## config.mk

```make
export PLATFORM = sky130hd
export DESIGN_NAME = cs_bist_flat
export DESIGN_NICKNAME = d
export VERILOG_FILES = /design/src/rtl/cs_pkg.sv /design/src/rtl/cs_bist_if.sv /design/src/rtl/cs_misr16.sv /design/src/rtl/cs_bist.sv /design/src/flat_wrapper.sv
export SDC_FILE = /design/constraint.sdc
export NUM_CORES = 1
export LEC_CHECK = 0
export CAP_MARGIN = 20
export CORE_MARGIN = 2
export CORE_UTILIZATION = 45
export DETAILED_ROUTE_END_ITERATION = 7
export PLACE_DENSITY = 0.72
export SLEW_MARGIN = 40
export SYNTH_ARGS = -nofsm -noshare
export SYNTH_HDL_FRONTEND = slang
export SYNTH_SLANG_ARGS = --single-unit
```

## constraint.sdc

```tcl
create_clock -name clk -period 6.1 [get_ports clk]
set_clock_uncertainty 0.1 [all_clocks]
set_input_delay 0.61 -clock clk [delete_from_list [all_inputs] [get_ports clk]]
set_output_delay 0.61 -clock clk [all_outputs]
set_load 0.01 [all_outputs]
```

## src/rtl/cs_pkg.sv

```systemverilog
// Shared types, constants and step functions for the CS built-in self test.
package cs_pkg;
   localparam int unsigned X_W = 8;
   localparam int unsigned Y_W = 10;
   localparam logic [7:0]  LFSR_TAPS = 8'hB8;   // s[7], s[5], s[4], s[3]
   localparam logic [15:0] MISR_POLY = 16'h1021;

   typedef enum logic [1:0] {IDLE, CSRST, RUN, DONE} state_t;

   function automatic logic [X_W-1:0] lfsr_next(input logic [X_W-1:0] s);
      return {s[X_W-2:0], ^(s & LFSR_TAPS)};
   endfunction

   function automatic logic [15:0] misr_next(input logic [15:0] sig, input logic [Y_W-1:0] din);
      return {sig[14:0], 1'b0} ^ (sig[15] ? MISR_POLY : '0) ^ {{(16-Y_W){1'b0}}, din};
   endfunction
endpackage

```

## src/rtl/cs_bist_if.sv

```systemverilog
// Link between the BIST controller (master) and the CS block under test (slave).
interface cs_bist_if;
   logic                    cs_reset;
   logic [cs_pkg::X_W-1:0]  x_out;
   logic [cs_pkg::Y_W-1:0]  y_in;

   modport master (output cs_reset, output x_out, input y_in);
   modport slave  (input cs_reset, input x_out, output y_in);
endinterface

```

## src/rtl/cs_misr16.sv

```systemverilog
// 16-bit MISR compacting the 10-bit CS output.
module cs_misr16
   import cs_pkg::*;
(
   input  logic           clk,
   input  logic           reset,
   input  logic           clr,
   input  logic           en,
   input  logic [Y_W-1:0] din,
   output logic [15:0]    sig
);
   always_ff @(posedge clk) begin
      if (reset || clr)
         sig <= '0;
      else if (en)
         sig <= misr_next(sig, din);
   end
endmodule

```

## src/rtl/cs_bist.sv

```systemverilog
// BIST controller: drives an LFSR pattern into CS, compacts its Y stream into a MISR.
module cs_bist
   import cs_pkg::*;
#(
   parameter int unsigned N_PAT      = 2000,
   parameter int unsigned LATENCY    = 9,
   parameter logic [7:0]  SEED       = 8'h01,
   parameter logic [15:0] GOLDEN_SIG = 16'h0000
) (
   input  logic        clk,
   input  logic        reset,
   input  logic        start,
   cs_bist_if.master   cs,
   output logic        busy,
   output logic        done,
   output logic        pass,
   output logic [15:0] signature
);
   localparam int unsigned CW = $clog2(N_PAT + 1);
   localparam logic [CW-1:0] S_LAST = CW'(N_PAT);
   localparam logic [CW-1:0] C_LAST = CW'(N_PAT - LATENCY);
   localparam logic [CW-1:0] LAT_C  = CW'(LATENCY);

   state_t          state, state_nx;
   logic            rst_cnt;
   logic [X_W-1:0]  lfsr;
   logic [CW-1:0]   scnt, ccnt;
   logic            launch, issue, compact, finish;

   always_ff @(posedge clk) begin
      if (reset)
         state <= IDLE;
      else
         state <= state_nx;
   end

   // First sample is issued on the CSRST->RUN edge so RUN cycle k presents sample k.
   always_comb begin
      state_nx = state;
      launch   = 1'b0;
      issue    = 1'b0;
      compact  = 1'b0;
      finish   = 1'b0;
      case (state)
         IDLE, DONE: begin
            if (start) begin
               launch   = 1'b1;
               state_nx = CSRST;
            end
         end
         CSRST: begin
            if (rst_cnt) begin
               issue    = 1'b1;
               state_nx = RUN;
            end
         end
         RUN: begin
            issue   = (scnt < S_LAST);
            compact = (scnt >= LAT_C);
            if (compact && (ccnt == C_LAST)) begin
               finish   = 1'b1;
               state_nx = DONE;
            end
         end
         default: state_nx = IDLE;
      endcase
   end

   assign cs.cs_reset = (state == IDLE) || (state == CSRST);
   assign busy        = (state == CSRST) || (state == RUN);

   always_ff @(posedge clk) begin
      if (reset) begin
         lfsr     <= SEED;
         cs.x_out <= '0;
         scnt     <= '0;
         ccnt     <= '0;
         rst_cnt  <= 1'b0;
         done     <= 1'b0;
         pass     <= 1'b0;
      end else begin
         if (launch) begin
            lfsr    <= SEED;
            scnt    <= '0;
            ccnt    <= '0;
            rst_cnt <= 1'b0;
            done    <= 1'b0;
            pass    <= 1'b0;
         end
         if (state == CSRST)
            rst_cnt <= ~rst_cnt;
         if (issue) begin
            cs.x_out <= lfsr;
            lfsr     <= lfsr_next(lfsr);
            scnt     <= scnt + 1'b1;
         end
         if (compact)
            ccnt <= ccnt + 1'b1;
         // Signature register updates on this same edge, so judge its next value.
         if (finish) begin
            done <= 1'b1;
            pass <= (misr_next(signature, cs.y_in) == GOLDEN_SIG);
         end
      end
   end

   cs_misr16 u_misr (
      .clk   (clk),
      .reset (reset),
      .clr   (launch),
      .en    (compact),
      .din   (cs.y_in),
      .sig   (signature)
   );
endmodule

```

## src/flat_wrapper.sv

```systemverilog
// flat-port wrapper written by rule: the top's interface ports become plain ports
module cs_bist_flat import cs_pkg::*;
#(
   parameter int unsigned N_PAT      = 2000,
   parameter int unsigned LATENCY    = 9,
   parameter logic [7:0]  SEED       = 8'h01,
   parameter logic [15:0] GOLDEN_SIG = 16'h0000
)
  (clk, reset, start, busy, done, pass, signature, cs_cs_reset, cs_x_out, cs_y_in);
  cs_bist_if cs_i ();
  input  logic clk;
  input  logic reset;
  input  logic start;
  output logic busy;
  output logic done;
  output logic pass;
  output logic [15:0] signature;
  output wire logic [$bits(cs_i.cs_reset)-1:0] cs_cs_reset;
  output wire logic [$bits(cs_i.x_out)-1:0] cs_x_out;
  input wire logic [$bits(cs_i.y_in)-1:0] cs_y_in;
  assign cs_cs_reset = cs_i.cs_reset;
  assign cs_x_out = cs_i.x_out;
  assign cs_i.y_in = cs_y_in;
  cs_bist #(.N_PAT(N_PAT), .LATENCY(LATENCY), .SEED(SEED), .GOLDEN_SIG(GOLDEN_SIG)) u_core (.clk(clk), .reset(reset), .start(start), .cs(cs_i), .busy(busy), .done(done), .pass(pass), .signature(signature));
endmodule
```

# [Word-level counts from Yosys, hierarchy flattened]
# Cells that the tools add are included.
[word_totals] regBits=59 in_bits=13 out_inout_bits=28 wordCells=57
[op_classes] addsub=2 magnitude_cmp=2 n_eq_ne=7 n_mux=21 n_bitwise=3 n_reduce_logical=13
[op_table] op="11-bit 2-to-1 mux" count=3
[op_table] op="11-bit by 1-bit adder with 11-bit output, second input constant" count=2
[op_table] op="16-bit zero test" count=1
[op_table] op="8-bit 2-to-1 mux" count=2
[op_table] op="16-bit by 10-bit bitwise XOR with 16-bit output" count=1
[op_table] op="16-bit bitwise XOR" count=1
[op_table] op="13-bit 2-to-1 mux" count=1
[op_table] op="11-bit equality test, second input constant" count=1
[op_table] op="11-bit by 4-bit >= comparator with 1-bit output, second input constant" count=1
[op_table] op="11-bit less-than comparator, second input constant" count=1
[op_table] op="1-bit 2-to-1 mux" count=10
[op_table] op="2-bit nonzero test" count=4
[op_table] op="8-bit XOR reduction" count=1
[op_table] op="2-bit 2-to-1 mux" count=3
[op_table] op="2-bit case mux with 3 select lines" count=1
[op_table] op="2-bit equality test, second input constant" count=2
[op_table] op="2-bit by 1-bit inequality test with 1-bit output, second input constant" count=2
[op_table] op="1-bit logical OR" count=3
[op_table] op="3-bit AND reduction" count=1
[op_table] op="2-bit by 1-bit equality test with 1-bit output, second input constant" count=1
[op_table] op="2-bit zero test" count=1
[op_table] op="2-bit inequality test, second input constant" count=1
[op_table] op="1-bit case mux with 2 select lines" count=1
[op_table] op="2-bit OR reduction" count=1
[op_table] op="other kinds (2)" count=2

# [Longest topological paths before layout]
[logic_depth] ltp_word=5 ltp_mapped=8 depth_no_buf=7

# [Modules after synthesis]
# A second synthesis with hierarchy kept.
[unflattened] cells_unflattened=338 hier_area_um2=3071.7
[modules_own_cells] mod="cs_bist" n_inst=1 cells_each=273 area_each_um2=2389.8 seq_area_each_um2=860.8
[modules_own_cells] mod="cs_misr16" n_inst=1 cells_each=65 area_each_um2=681.9 seq_area_each_um2=320.3

# [Worst setup path before layout]
# No wires, ideal clock.
[synth_path] kind="reg2reg" startpoint="reg u_core.state[0]" endpoint="reg u_core.scnt[5]" setup_time_ps=128 arrival_time_ps=1818 t_required_ps=5872 path_slack_ps=4054 stages_incl_launch_ff=8 n_path_buf=2 period_less_slack_ps=2046 cell_sequence="dfxtp_1 > inv_1 > ha_1 > nand2b_1 > nand2b_1 > clkbuf_1 > clkbuf_1 > nor2_1"
[synth_via] elab_chain_len=4 elab_cells_between_ends=9 classes_between="eq/ne (3); mux (3); reduce/logical (3)"
[synth_lines] element="start, declared" line_no="cs_bist.sv:24" source="state_t state, state_nx;"
[synth_lines] element="start signal, assigned" line_no="cs_bist.sv:34" source="state <= state_nx;"
[synth_lines] element="2-bit equality test or 2-bit zero test (tied branches)" line_no="cs_bist.sv:44" source="case (state)"
[synth_lines] element="2-bit OR reduction" line_no="cs_bist.sv:44"
[synth_lines] element="1-bit 2-to-1 mux" line_no="cs_bist.sv:44"
[synth_lines] element="2-bit nonzero test (no line)"
[synth_lines] element="end signal, assigned" line_no="cs_bist.sv:95" source="scnt <= scnt + 1'b1;"
[synth_lines] element="end, declared" line_no="cs_bist.sv:27" source="logic [CW-1:0] scnt, ccnt;"
# Several ways; a longest one is shown, not always the timed one.
# A chain may end at the register's enable or synchronous reset.

# [Worst setup path in the final report]
[layout_path] startpoint="reg u_core.state[0]" endpoint="reg u_core.scnt[4]"
# Same word-level chain as after synthesis.

==> impl_metrics.ini <==
[outcome]
outcome = complete, no violations

[sta]
final-setup-viol-count = 0
maxSlewHeadroom = 0.4693
period_share = 0.4279
rsz0062_at_grt = false
maxSlewViolCount = 0
max_freq_mhz = 383.2
min_period_ns = 2.610
fin_setup_tns_ns = 0
tightest_slew_ns = 0.7961
hold_violations = 0
setup_ws_ns = 3.490

[worst_setup_path]
r2r_end = u_core.scnt[4]$_SDFFE_PP0P_
cp_slowest_stage_delay_ns = 0.64
worstPathArrival_ns = 2.78
critical_path_class = flip-flop to flip-flop
reg2reg_depth = 7
reg2reg_slack_ns = 3.49
crit_slowest_cell = a21oi_1
cpMostUsedCell = inv_1
worst_setup_path_start_kind = flip-flop
worstPathCellList = inv_1 -> ha_1 -> inv_1 -> a21oi_1 -> buf_4 -> and4_1 -> mux2i_1
critical_path.max_fanout = 9
end_kind = flip-flop
required_ns = 6.27
reg2reg_from = u_core.state[0]$_SDFFE_PP0P_
startpoint = u_core.state[0]$_SDFFE_PP0P_
endpoint = u_core.scnt[4]$_SDFFE_PP0P_

[floorplan]
die_x_um = 81.82
ios = 41
core_sq_um = 5886
dieArea_sq_um = 6695
start_util = 0.4630
core.rowCount = 28
die_y_um = 81.82

[clock_network]
cts_tree = done
htree_num_levels = 3
clk_latency_ns = 0.34
clk_pin_slew_worst_paths_ns = 0.07
ctsRootBufferMaster = clkbuf_8
cts_resized = 0
clock-sinks = 59
post_cts_buffers = 0
cts_hold_buf = 0
clockBufferDepth = 2
cts_made_buffers = 9

[final_layout]
antenna_cells = 0
drive_gt1_frac = 0.08101
area_growth_pct = 25.11
final_area_sq_um = 3410
layout_common_cells = 59 x dfxtp_1, 40 x clkdlybuf4s50_1, 38 x nor2_1
final_common_cell = dfxtp_1
layout.cells.non_filler = 433
final_net_count = 374

[synthesis]
yosysTopAreaCellShare = 0.4334
synthDistinctLibCells = 44
async_flop_share = 0
synth.avg_cell_area_sq_um = 8.679
synth_flop_cell = dfxtp_1
syn_nets = 334
yosysTopAreaCell = dfxtp_1
synth.area.top_cells = dfxtp_1 43%, nor2_1 5.2%, xnor2_1 5.1%
synth_seq_area_share = 0.4334
netlist_area_sq_um = 2725
synth_edf_count = 0
ys_ff_latch = 59
synth_warnings = 0
syn_inst = 314

[pwr]
ir_drop_uv = 261.7
leakagePower_nw = 1.151
p_per_area_nw_per_um2 = 301.9
total_power_mw = 1.029

[route]
ant_nets = 0
met1_length_um = 2734
drc = 0
met3_length_um = 206
wire_per_inst_um = 13.66
wl_met2_um = 2897
drt_pass1_iterations = 4
highest_layer = met4
vias = 2350
wirelength_um = 5913
via_per_inst = 5.427
drt_iter0_drc = 105

[global_route]
grt_antenna_before_repair = 0
grt_util_all_layers = 0.1988
grt_pass1_vias = 2227
grt_max_degree = 38
gr-total-overflow = 0
grt_pass1_wl_um = 10150

[run]
cap_viol_max_count = 0

[placement]
io_buffer_count = 40
dp_hpwl_um = 4008
placed_cells = 418
pre_cts_ws_ns = 3.282
placed_cell_area_sq_um = 3194
globalplace.congestion = 0.8433

[hold_path]
hold_start = u_core.ccnt[9]$_SDFFE_PP0P_
min_path_type = flip-flop to flip-flop
[kinds of logic (layout without fill, tap and decap cells)]
family | Yosys count | in the layout | share of synthesized area
buffers and inverters | 20 | 64 | 0.02984
xor gates and xnor gates | 18 | 18 | 0.05785
AOI/OAI and AO/OA | 72 | 72 | 0.1722
muxes | 12 | 12 | 0.04500
DFF | 59 | 59 | 0.4334
adders and majority gates | 7 | 7 | 0.03214
and+or+nand+nor | 126 | 126 | 0.2296
[area by class of cell]
type                            instances  area (sq um)
Inverter                                6         22.52
Clock inverter                          5         77.57
Multi-Input combinational cell        235          1474
Timing Repair Buffer                   43         422.9
Fill cell                             550          2476
Clock buffer                           10         137.6
Sequential cell                        59          1181
Tap cell                               75         93.84
[report_power, final]
group | leakage [nW] | internal, mW | switching (mW)
registers | 0.476 | 0.399 | 0.0128
logic | 0.567 | 0.0888 | 0.140
clock network | 0.108 | 0.237 | 0.152
total | 1.15 | 0.725 | 0.305
[Yosys cell counts, drive strengths merged, types with 2 or more instances]
| cell | instances |
|---|---|
| a211oi | 15 |
| a21o | 2 |
| a21oi | 23 |
| a22o | 7 |
| a31oi | 3 |
| and3 | 3 |
| and4 | 3 |
| buf | 5 |
| clkbuf | 9 |
| dfxtp | 59 |
| ha | 7 |
| inv | 6 |
| mux2 | 2 |
| mux2i | 10 |
| nand2 | 30 |
| nand2b | 2 |
| nand3 | 10 |
| nand3b | 4 |
| nand4 | 8 |
| nand4b | 2 |
| nor2 | 39 |
| nor2b | 3 |
| nor3 | 5 |
| nor3b | 2 |
| nor4 | 2 |
| o21ai | 14 |
| or2 | 3 |
| or3 | 7 |
| or4 | 2 |
| xnor2 | 16 |
| xor2 | 2 |
[state kept, by name (all words and copies together) (netlist names)]
register,count
u_core.pass,1
u_core.rst_cnt,1
u_core.done,1
u_core.lfsr,8
u_core.cs.x_out,8
u_core.state,2
u_core.scnt,11
u_core.ccnt,11
u_core.u_misr.sig,16
[metrics by stage]
step | hold slack, ns | utilization
finish | 0.3765 | 0.5793
global placement | 0.3640 | 0.5417
global route | 0.4059 | 0.5793
detailed placement | 0.3622 | 0.5427
CTS | 0.3736 | 0.5793
floorplan | 0.3351 | -
[critical path: cells and delay by family, from the launching register on]
| kind | cells | cell delay, ns |
|---|---|---|
| AOI/OAI and AO/OA | 1 | 0.64 |
| buffers and inverters | 3 | 0.54 |
| adders and majority gates | 1 | 0.46 |
| DFF | 1 | 0.38 |
| and+or+nand+nor | 1 | 0.25 |
| muxes | 1 | 0.17 |
[worst min-delay path by stage]
stage,slack (ns),cells after the start,end
2_1_floorplan,0.34,1,u_core.ccnt[9]$_SDFFE_PP0P_
3_3_place_gp,0.36,1,u_core.ccnt[9]$_SDFFE_PP0P_
3_5_place_dp,0.36,1,u_core.ccnt[9]$_SDFFE_PP0P_
4_1_cts,0.37,1,u_core.ccnt[9]$_SDFFE_PP0P_
5_1_grt,0.41,1,u_core.ccnt[9]$_SDFFE_PP0P_
6_report,0.38,1,u_core.ccnt[9]$_SDFFE_PP0P_
[per-layer routing]
metal,global-route usage,vias to the layer above
met5,0,-
li1,-,1199
met3,0.06264,7
met4,0.07333,0
met1,0.2476,1105
met2,0.3220,39
(Power assumes the default switching activity.)
